<file path="config.mk">
export PLATFORM = sky130hd
export DESIGN_NAME = nn_layer
export DESIGN_NICKNAME = d
export VERILOG_FILES = /design/src/rtl/nn_pkg.sv /design/src/rtl/nn_sat_acc.sv /design/src/rtl/nn_layer.sv
export SDC_FILE = /design/constraint.sdc
export NUM_CORES = 2
export LEC_CHECK = 0
export CAP_MARGIN = 20
export CORE_AREA = 4 4 327 329
export CTS_CLUSTER_SIZE = 24
export DETAILED_ROUTE_END_ITERATION = 10
export DIE_AREA = 0 0 331 333
export SETUP_SLACK_MARGIN = 0.02
export SYNTH_ARGS = -nofsm -noshare
export SYNTH_HDL_FRONTEND = slang
export SYNTH_HIERARCHICAL = 1
export SYNTH_SLANG_ARGS = --single-unit
</file>
<file path="constraint.sdc">
create_clock -name clk -period 4.9 [get_ports clk]
set_input_delay 0.735 -clock clk [delete_from_list [all_inputs] [get_ports clk]]
set_output_delay 0.735 -clock clk [all_outputs]
set_load 0.02 [all_outputs]
</file>
<file path="src/rtl/nn_pkg.sv">
// Shared definitions for the binary-input neural layer: FSM state encoding,
// activation-mode constants and the saturating adder used by the accumulator.
// No ports; imported by nn_sat_acc and nn_layer.
package nn_pkg;

  typedef enum logic [2:0] {
    S_IDLE  = 3'd0,
    S_FETCH = 3'd1,
    S_DRAIN = 3'd2,
    S_EMIT  = 3'd3,
    S_FIN   = 3'd4
  } state_t;

  localparam int ACT_STEP = 0;
  localparam int ACT_RELU = 1;

  // Adds two values that are already sign-extended to 64 bits and clamps the
  // result to the signed range of a w-bit number (w <= 62, so the 64-bit sum
  // itself can never overflow).
  function automatic logic signed [63:0] sat_add(input logic signed [63:0] a,
                                                 input logic signed [63:0] b,
                                                 input int                 w);
    logic signed [63:0] s;
    logic signed [63:0] mx;
    logic signed [63:0] mn;
    s  = a + b;
    mx = (64'sd1 <<< (w - 1)) - 64'sd1;
    mn = -mx - 64'sd1;
    if (s > mx)      sat_add = mx;
    else if (s < mn) sat_add = mn;
    else             sat_add = s;
  endfunction

endpackage

</file>
<file path="src/rtl/nn_sat_acc.sv">
// Clearable, enable-gated signed accumulator that saturates instead of wrapping.
// Ports: clk/reset (sync, active-high), clr (zero the sum), en (add din),
// din (signed weight), acc_nxt (value the accumulator takes on the next edge).
module nn_sat_acc
  import nn_pkg::*;
#(
  parameter int W_WIDTH   = 16,
  parameter int ACC_WIDTH = 24
) (
  input  logic                        clk,
  input  logic                        reset,
  input  logic                        clr,
  input  logic                        en,
  input  logic signed [W_WIDTH-1:0]   din,
  output logic signed [ACC_WIDTH-1:0] acc_nxt
);

  logic signed [ACC_WIDTH-1:0] acc_q;
  logic signed [ACC_WIDTH-1:0] acc_d;

  always_comb begin
    acc_d = acc_q;
    if (clr) begin
      acc_d = '0;
    end else if (en) begin
      // Both operands are signed, so the 64-bit casts sign-extend.
      acc_d = ACC_WIDTH'(sat_add(64'(acc_q), 64'(din), ACC_WIDTH));
    end
  end

  // Exposing the next value lets the layer register the activated result on
  // the same edge that absorbs the bias word.
  assign acc_nxt = acc_d;

  always_ff @(posedge clk) begin
    if (reset) acc_q <= '0;
    else       acc_q <= acc_d;
  end

endmodule

</file>
<file path="src/rtl/nn_layer.sv">
// Fully connected layer with binary inputs: for each neuron, sums the weights of
// set input bits plus a bias read from an external ROM, then applies step/ReLU.
// Ports: clk, reset (sync, active-high), start, in_bits -> busy, w_addr/w_data
// ROM port (1-cycle read latency), out_valid/out_idx/out_act per neuron, done.
module nn_layer
  import nn_pkg::*;
#(
  parameter int N_IN      = 784,
  parameter int N_OUT     = 10,   // must be >= 2 so out_idx has at least one bit
  parameter int W_WIDTH   = 16,
  parameter int ACC_WIDTH = 24,   // >= W_WIDTH and <= 62
  parameter int ACT_MODE  = 0
) (
  input  logic                                  clk,
  input  logic                                  reset,
  input  logic                                  start,
  input  logic [N_IN-1:0]                       in_bits,
  output logic                                  busy,
  output logic [$clog2(N_OUT*(N_IN+1))-1:0]     w_addr,
  input  logic signed [W_WIDTH-1:0]             w_data,
  output logic                                  out_valid,
  output logic [$clog2(N_OUT)-1:0]              out_idx,
  output logic [ACC_WIDTH-1:0]                  out_act,
  output logic                                  done
);

  localparam int AW = $clog2(N_OUT*(N_IN+1));
  localparam int IW = $clog2(N_OUT);
  localparam int CW = $clog2(N_IN+1);

  localparam logic [CW-1:0] I_LAST = CW'(N_IN);
  localparam logic [IW-1:0] N_LAST = IW'(N_OUT - 1);

  state_t                state_q,   state_d;
  logic [IW-1:0]         n_q,       n_d;
  logic [CW-1:0]         i_q,       i_d;
  logic [N_IN-1:0]       in_lat_q,  in_lat_d;
  logic [AW-1:0]         ptr_q,     ptr_d;      // next ROM address to issue
  logic [AW-1:0]         w_addr_q,  w_addr_d;
  logic                  dv_q,      dv_d;       // w_data this cycle belongs to us
  logic                  take_q,    take_d;     // ... and should be accumulated
  logic                  busy_q,    busy_d;
  logic                  out_valid_q, out_valid_d;
  logic [IW-1:0]         out_idx_q, out_idx_d;
  logic [ACC_WIDTH-1:0]  out_act_q, out_act_d;
  logic                  done_q,    done_d;

  logic                  acc_clr;
  logic                  acc_en;
  logic                  bit_sel;
  logic signed [ACC_WIDTH-1:0] acc_nxt;

  function automatic logic [ACC_WIDTH-1:0] activate(input logic [ACC_WIDTH-1:0] a);
    if (ACT_MODE == ACT_STEP) begin
      return (!a[ACC_WIDTH-1] && (a != '0)) ? ACC_WIDTH'(1) : '0;
    end else begin
      return a[ACC_WIDTH-1] ? '0 : a;
    end
  endfunction

  // Latched input bit for the word currently being addressed; the bias slot
  // (i == N_IN) shifts the mask off the end and reads as 0.
  assign bit_sel = |(in_lat_q & (N_IN'(1) << i_q));

  // ROM data lags the address by one cycle, so the add is gated by flags that
  // were registered alongside the address.
  assign acc_en  = dv_q && take_q;
  assign acc_clr = (state_q == S_EMIT) || ((state_q == S_IDLE) && start);

  nn_sat_acc #(
    .W_WIDTH   (W_WIDTH),
    .ACC_WIDTH (ACC_WIDTH)
  ) u_acc (
    .clk     (clk),
    .reset   (reset),
    .clr     (acc_clr),
    .en      (acc_en),
    .din     (w_data),
    .acc_nxt (acc_nxt)
  );

  always_comb begin
    state_d     = state_q;
    n_d         = n_q;
    i_d         = i_q;
    in_lat_d    = in_lat_q;
    ptr_d       = ptr_q;
    w_addr_d    = '0;
    dv_d        = (state_q == S_FETCH);
    take_d      = (i_q == I_LAST) || bit_sel;
    busy_d      = busy_q;
    out_valid_d = 1'b0;
    out_idx_d   = out_idx_q;
    out_act_d   = out_act_q;
    done_d      = 1'b0;

    case (state_q)
      S_IDLE: begin
        if (start) begin
          state_d  = S_FETCH;
          in_lat_d = in_bits;
          n_d      = '0;
          i_d      = '0;
          w_addr_d = '0;
          ptr_d    = AW'(1);
          busy_d   = 1'b1;
        end
      end
      S_FETCH: begin
        if (i_q == I_LAST) begin
          state_d = S_DRAIN;
          i_d     = '0;
        end else begin
          i_d      = i_q + CW'(1);
          w_addr_d = ptr_q;
          ptr_d    = ptr_q + AW'(1);
        end
      end
      S_DRAIN: begin
        // acc_nxt already includes the bias word arriving this cycle.
        state_d     = S_EMIT;
        out_valid_d = 1'b1;
        out_idx_d   = n_q;
        out_act_d   = activate(acc_nxt);
      end
      S_EMIT: begin
        if (n_q == N_LAST) begin
          state_d = S_FIN;
          done_d  = 1'b1;
        end else begin
          state_d  = S_FETCH;
          n_d      = n_q + IW'(1);
          w_addr_d = ptr_q;
          ptr_d    = ptr_q + AW'(1);
        end
      end
      S_FIN: begin
        state_d = S_IDLE;
        busy_d  = 1'b0;
      end
      default: begin
        state_d = S_IDLE;
        busy_d  = 1'b0;
      end
    endcase
  end

  always_ff @(posedge clk) begin
    if (reset) begin
      state_q     <= S_IDLE;
      n_q         <= '0;
      i_q         <= '0;
      in_lat_q    <= '0;
      ptr_q       <= '0;
      w_addr_q    <= '0;
      dv_q        <= 1'b0;
      take_q      <= 1'b0;
      busy_q      <= 1'b0;
      out_valid_q <= 1'b0;
      out_idx_q   <= '0;
      out_act_q   <= '0;
      done_q      <= 1'b0;
    end else begin
      state_q     <= state_d;
      n_q         <= n_d;
      i_q         <= i_d;
      in_lat_q    <= in_lat_d;
      ptr_q       <= ptr_d;
      w_addr_q    <= w_addr_d;
      dv_q        <= dv_d;
      take_q      <= take_d;
      busy_q      <= busy_d;
      out_valid_q <= out_valid_d;
      out_idx_q   <= out_idx_d;
      out_act_q   <= out_act_d;
      done_q      <= done_d;
    end
  end

  assign busy      = busy_q;
  assign w_addr    = w_addr_q;
  assign out_valid = out_valid_q;
  assign out_idx   = out_idx_q;
  assign out_act   = out_act_q;
  assign done      = done_q;

endmodule

</file>
; ---- After elaboration in Yosys (flattened, before gate mapping)
; Index checks and enable logic that the tools add are counted.
[op_classes]
order_cmp = 2
n_bitwise = 3
shift = 1
reduce_logical = 20
n_eq_ne = 9
div_mod_pow = 0
n_addsub = 4
mul = 0
muxes = 26
[ops]
columns = operator, count
row1 = $and 784x784->784, 1
row2 = $reduce_or 784->1, 1
row3 = $shl 1x10->784 const A, 1
row4 = $mux 24, 4
row5 = $mux 13, 5
row6 = $pmux 13 s3, 1
row7 = $pmux 13 s2, 1
row8 = $add 24x16->25, 1
row9 = $gt 25x24->1 const B, 1
row10 = $lt 25x24->1 const B, 1
row11 = $reduce_bool 24->1, 1
row12 = $mux 10, 2
row13 = $pmux 10 s2, 1
row14 = $add 13x1->13 const B, 1
row15 = $pmux 3 s4, 1
row16 = $add 10x1->10 const B, 1
row17 = $eq 10x10->1 const B, 1
row18 = $mux 3, 3
row19 = $mux 4, 2
row20 = $pmux 4 s2, 1
row21 = $reduce_and 2->1, 4
row22 = $eq 3x2->1 const B, 2
row23 = $ne 2x2->1 const B, 3
row24 = $add 4x1->4 const B, 1
row25 = 16 further kinds, 24
[totals]
elab_cells = 79
ramBits = 0
inputBits = 803
register_bits = 884
rom_bits = 0
out_inout_bits = 44
mem_count = 0
latch_bits = 0

; ---- Longest topological paths before layout
[logic_depth]
depth_word = 9
mapped_depth = 18
mapped_depth_nobuf = 16

; ---- By module
; Netlist, hierarchy kept.
[by_module_without_submodules]
columns = mod, n_inst, seq_area_each_um2, cells_per_inst, area_per_inst_um2
row1 = nn_layer, 1, 16756.1, 4589, 35031.1
row2 = nn_sat_acc, 1, 480.5, 329, 2474.9

; ---- Least setup slack after synthesis
; Ideal clock, no wire load.
[synth_path]
kind = input port to flip-flop
from = input w_data[0]
to = register out_act_q[0] (netlist: out_act[0])
n_path_buf = 2
arrival_ps = 3479
path_stages = 17
setup_ps = 65
t_required_ps = 4835
path_slack_ps = 1356
cell_sequence = ha_1 inv_1 fa_1 nand2b_1 a21o_1 a21o_1 nand2_1 o21a_1 buf_2 clkbuf_1 o21ai_0 a311oi_1 nor3_1 and4_1 a311oi_1 a21oi_1 nor2_1
[synth_via]
elab_chain_cells = 9
word_cells_on_any_way = 11
cone_classes = add/sub (1) / order compare (2) / mux (5) / reduce/logical (3)
[synth_lines]
columns = element, line_no
row1 = "start, declared", nn_layer.sv:20  ; input logic signed [W_WIDTH-1:0] w_data,
row2 = $add 24x16->25 (*), nn_pkg.sv:26  ; s = a + b;
row3 = $lt 25x24->1, nn_pkg.sv:30  ; else if (s < mn) sat_add = mn;
row4 = $mux 24, nn_pkg.sv:30
row5 = $mux 24 (*), nn_pkg.sv:29  ; if (s > mx) sat_add = mx;
row6 = $mux 24 (*), nn_sat_acc.sv:25  ; end else if (en) begin
row7 = $mux 24 (*), nn_sat_acc.sv:23  ; if (clr) begin
row8 = named net acc_nxt[13], nn_layer.sv:51  ; logic signed [ACC_WIDTH-1:0] acc_nxt;
row9 = $reduce_bool 24->1 (*), nn_layer.sv:55  ; return (!a[ACC_WIDTH-1] && (a != '0)) ? ACC_WIDTH'(1) : '0;
row10 = $logic_and 1x1->1 (*), nn_layer.sv:55
row11 = $mux 1 (*), nn_layer.sv:55
row12 = "end signal, assigned", nn_layer.sv:175  ; out_act_q <= out_act_d;
row13 = "end, declared", nn_layer.sv:45  ; logic [ACC_WIDTH-1:0] out_act_q, out_act_d;
; The timed path passes the listed nets; every way through them passes the cells marked *.
; A chain may end at the register's enable or synchronous reset.

; ---- Worst setup path after layout
[layout_path]
from = register i_q[4]
to = register take_q
[layout_via]
elab_chain_cells = 4
word_cells_on_any_way = 5
cone_classes = eq/ne (1) / shift (1) / bitwise (1) / reduce/logical (2)
[layout_lines]
columns = element, line_no
row1 = "start, declared", nn_layer.sv:36  ; logic [CW-1:0] i_q, i_d;
row2 = "start signal, assigned", nn_layer.sv:166  ; i_q <= i_d;
row3 = $shl 1x10->784, nn_layer.sv:63  ; assign bit_sel = |(in_lat_q & (N_IN'(1) << i_q));
row4 = $and 784x784->784, nn_layer.sv:63
row5 = $reduce_or 784->1, nn_layer.sv:63
row6 = $logic_or 1x1->1 (*), nn_layer.sv:90  ; take_d = (i_q == I_LAST) || bit_sel;
row7 = "end signal, assigned", nn_layer.sv:171  ; take_q <= take_d;
row8 = "end, declared", nn_layer.sv:41  ; logic take_q, take_d;
; Every way passes the cells marked *; elsewhere a longest branch is shown, timed or not.

==> run summary <==
Run status - finished, final reports clean
First-pass GRT wire length - 271.9 mm
# nets final - 6375
Clock Tree Root - clkbuf_16
R2R setup slack - 0.51 ns
Worst slew pin tran - 1.294 ns
CP required - 5.42 ns
Routed WL per cell - 28.04 um
Startpoint types - flip-flop
Crit path DAT - 4.91 ns
Reg area - 0.01725 sq mm
Most common cell after layout, fill and taps aside - nand2_1
Vias per std cell - 5.701
Mean post-synth cell area - 7.626 sq um
Number of distinct library cells after synthesis - 86
Total power - 17.21 mW
Crit-path max FO - 31
HPWL Detailed - 145.8 mm
Post-CTS setup buffer count - 0
Most used DFF post-synth - dfxtp_1
Port Buffers - 823
Initial antenna violation count - 58
Clock sink count - 861
Clock Tree Buf Depth - 3
PD cells - 341.6 mW/mm^2
CP Capture Type - flip-flop
Worst Hold Path Cells - 2
Area growth, synth to finish - 34.33%
Tmin final - 4.391 ns
Fillers - 10.45k
Final std cells w/o fill - 7038
Register area share after synthesis - 45.96%
TritonCTS Buffers - 96
CORE AREA - 0.1035 sq mm
Gate Count Post-Synth - 4918
Hold-fix buffers, CTS - 0
RD Place Congestion - 0.9192
Clock transition at the registers of the reported paths - 0.06 ns
Final setup violation count - 0
Max-cap violations - 0
Remaining antenna violation count after routing - 0
Initial core utilization - 36.24%
Min-Delay Endpoint - in_lat_q[277]
Hold path start - in_lat_q[277]
GRT overflow - 0
RSZ-0062 raised after global routing - false
R2r endpoint - take_q
Iteration-0 DRC Markers - 4815
Leakage power - 18.00 nW
Full die area - 0.1102 sq mm
DRC viols - 0
Worst VDD drop - 0.0002401 V
Critical path class - flip-flop to flip-flop
H-tree depth - 3
Placed Cells incl. Taps - 6818
Die Wd - 331 um
GRT Util Overall - 33.90%
Synthesized flop and latch total - 861
Via Count - 40.12k
R2r worst-path depth - 9
Ys Warns - 6
Clock skew - 0.01942 ns
Post-cts sizing count - 0
Commonest non-fill, non-tap cells in the layout - 1693 x nand2_1, 869 x a21oi_1, 855 x dfxtp_1, 822 x clkdlybuf4s50_1, 147 x a22oi_1
Multi-input gate area - 0.01872 sq mm
Final Hold Viols - 0
Final setup TNS - 0 ns
Vias in the first global route - 38.00k
Final Cycle Share - 89.62%
Largest net degree at the start of global routing - 229
Async SR Flop Fraction - 0%
Slew Viols, Final - 0
Post-Route WL - 197.3 mm
EDFF count, synth - 0
FP Rows - 118
Fraction of layout cells with a size suffix above 1 - 6.192%
Worst min path class - flip-flop to flip-flop
Synthesized cell area - 0.03751 sq mm
Achievable Freq - 0.2277 GHz
Drt pass-1 iters - 8
RR Startpoint - i_q[4]
DIE HEIGHT - 333 um
I/O pin count - 847
Slew headroom - 13.74%
Later-pin clock latency in the skew report - 0.69 ns
CTS tree - built
[critical path: stages, from the launching register on]
cell and delay [ns]:
dfxtp_2 0.90, nor2b_1 0.28, nand2_1 0.89, a21oi_1 0.09, a2111oi_0 0.86, nand4_1 0.18
nor4_1 0.36, nand4_1 0.28, a21oi_1 0.25, o22ai_1 0.11
[routing by layer]
layer  global-route usage (%)  wire length, um  part of all wire, %  up-vias
li1                         -                -                    -    18240
met1                    43.61            77780                   39    19330
met2                    54.37            91090                   46     2110
met3                    8.339            19710                   10      407
met4                    13.88             8513                  4.3       34
met5                        0              219                 0.11        -
[kinds of logic after synthesis]
group / count (synthesis) / share of synthesized area (%)
buffers and inverters: 450 / 5.067
multiplexers: 31 / 0.9207
other: 1 / 0.009998
AND/OR/NAND/NOR: 2101 / 23.32
AO/OA/AOI/OAI: 1401 / 22.66
flip-flops: 861 / 45.96
XOR/XNOR: 39 / 0.9107
adder cells (fa/ha/maj): 34 / 1.154
[sequential cells by signal, summed over array words and instances, names as in the netlist]
register     flops
n_q              4
out_idx          4
take_q           1
out_valid        1
i_q             10
dv_q             1
done             1
w_addr          13
in_lat_q       784
busy             1
state_q          3
ptr_q           13
u_acc/acc_q     24
out_act          1
[synth_stat cells, types with 12 or more instances]
| cell | n | share of area, % |
|---|---|---|
| a31oi_1 | 39 | 0.65 |
| a211oi_1 | 31 | 0.62 |
| a222oi_1 | 34 | 0.91 |
| ha_1 | 33 | 1.1 |
| nor4bb_1 | 12 | 0.32 |
| o21ai_0 | 42 | 0.56 |
| mux2i_1 | 12 | 0.32 |
| a22o_1 | 59 | 1.4 |
| o22ai_1 | 19 | 0.32 |
| xor2_1 | 21 | 0.49 |
| a21oi_1 | 869 | 12 |
| nand2_1 | 1693 | 17 |
| xnor2_1 | 18 | 0.42 |
| nor2b_1 | 16 | 0.27 |
| a32o_1 | 12 | 0.32 |
| clkbuf_1 | 347 | 3.5 |
| o21ai_1 | 17 | 0.23 |
| nor3_1 | 26 | 0.35 |
| buf_1 | 13 | 0.13 |
| a22oi_1 | 147 | 2.9 |
| nor2_1 | 95 | 0.95 |
| dfxtp_1 | 861 | 46 |
| nand3_1 | 84 | 1.1 |
| mux2_2 | 18 | 0.54 |
| buf_4 | 26 | 0.52 |
| a221oi_1 | 38 | 0.89 |
| a32oi_1 | 18 | 0.42 |
| nand4_1 | 33 | 0.55 |
| buf_2 | 36 | 0.48 |
| and2_1 | 20 | 0.33 |
| and3_1 | 24 | 0.40 |
| nor4_1 | 25 | 0.42 |
| inv_1 | 16 | 0.16 |
[report_power, final]
part           switching (mW)  internal (mW)
Sequential              0.266           7.38
Combinational            1.09          0.928
Clock                    3.16           4.40
Total                    4.51           12.7
[area by class of cell]
type / count / share of cell area (%)
Multi-Input combinational cell: 3629 / 37.16
Timing Repair Buffer: 932 / 18.35
Clock buffer: 141 / 5.625
Clock inverter: 39 / 0.8792
Sequential cell: 861 / 34.24
Antenna cell: 38 / 0.1887
Inverter: 18 / 0.1341
Tap cell: 1380 / 3.427
[metrics by stage]
| stage | utilization, % | instance area (sq um) | hold WS [ns] | worst slack [ns] |
|---|---|---|---|---|
| 2_1_floorplan | - | 37590 | 0.4319 | 1.356 |
| 3_3_place_gp | 45.36 | 46950 | 0.4399 | 0.1099 |
| 3_5_place_dp | 45.40 | 46990 | 0.4434 | 0.1969 |
| 4_1_cts | 48.57 | 50270 | 0.4517 | 0.7525 |
| 5_1_grt | 48.64 | 50340 | 0.4659 | 0.4953 |
| 6_report | 48.68 | 50380 | 0.4527 | 0.5087 |
[how the worst max path moves through the flow]
| stage | startpoint | to | slack [ns] | cells past startpoint |
|---|---|---|---|---|
| global placement | w_data[15] | out_act[0] | 0.11 | 15 |
| global route | w_data[15] | out_act[0] | 0.50 | 15 |
| floorplan | w_data[0] | out_act[0] | 1.36 | 17 |
| finish | i_q[4] | take_q | 0.51 | 9 |
| detailed placement | w_data[15] | out_act[0] | 0.20 | 15 |
| CTS | i_q[4] | take_q | 0.75 | 9 |
Power figures use the tool's default switching activity.
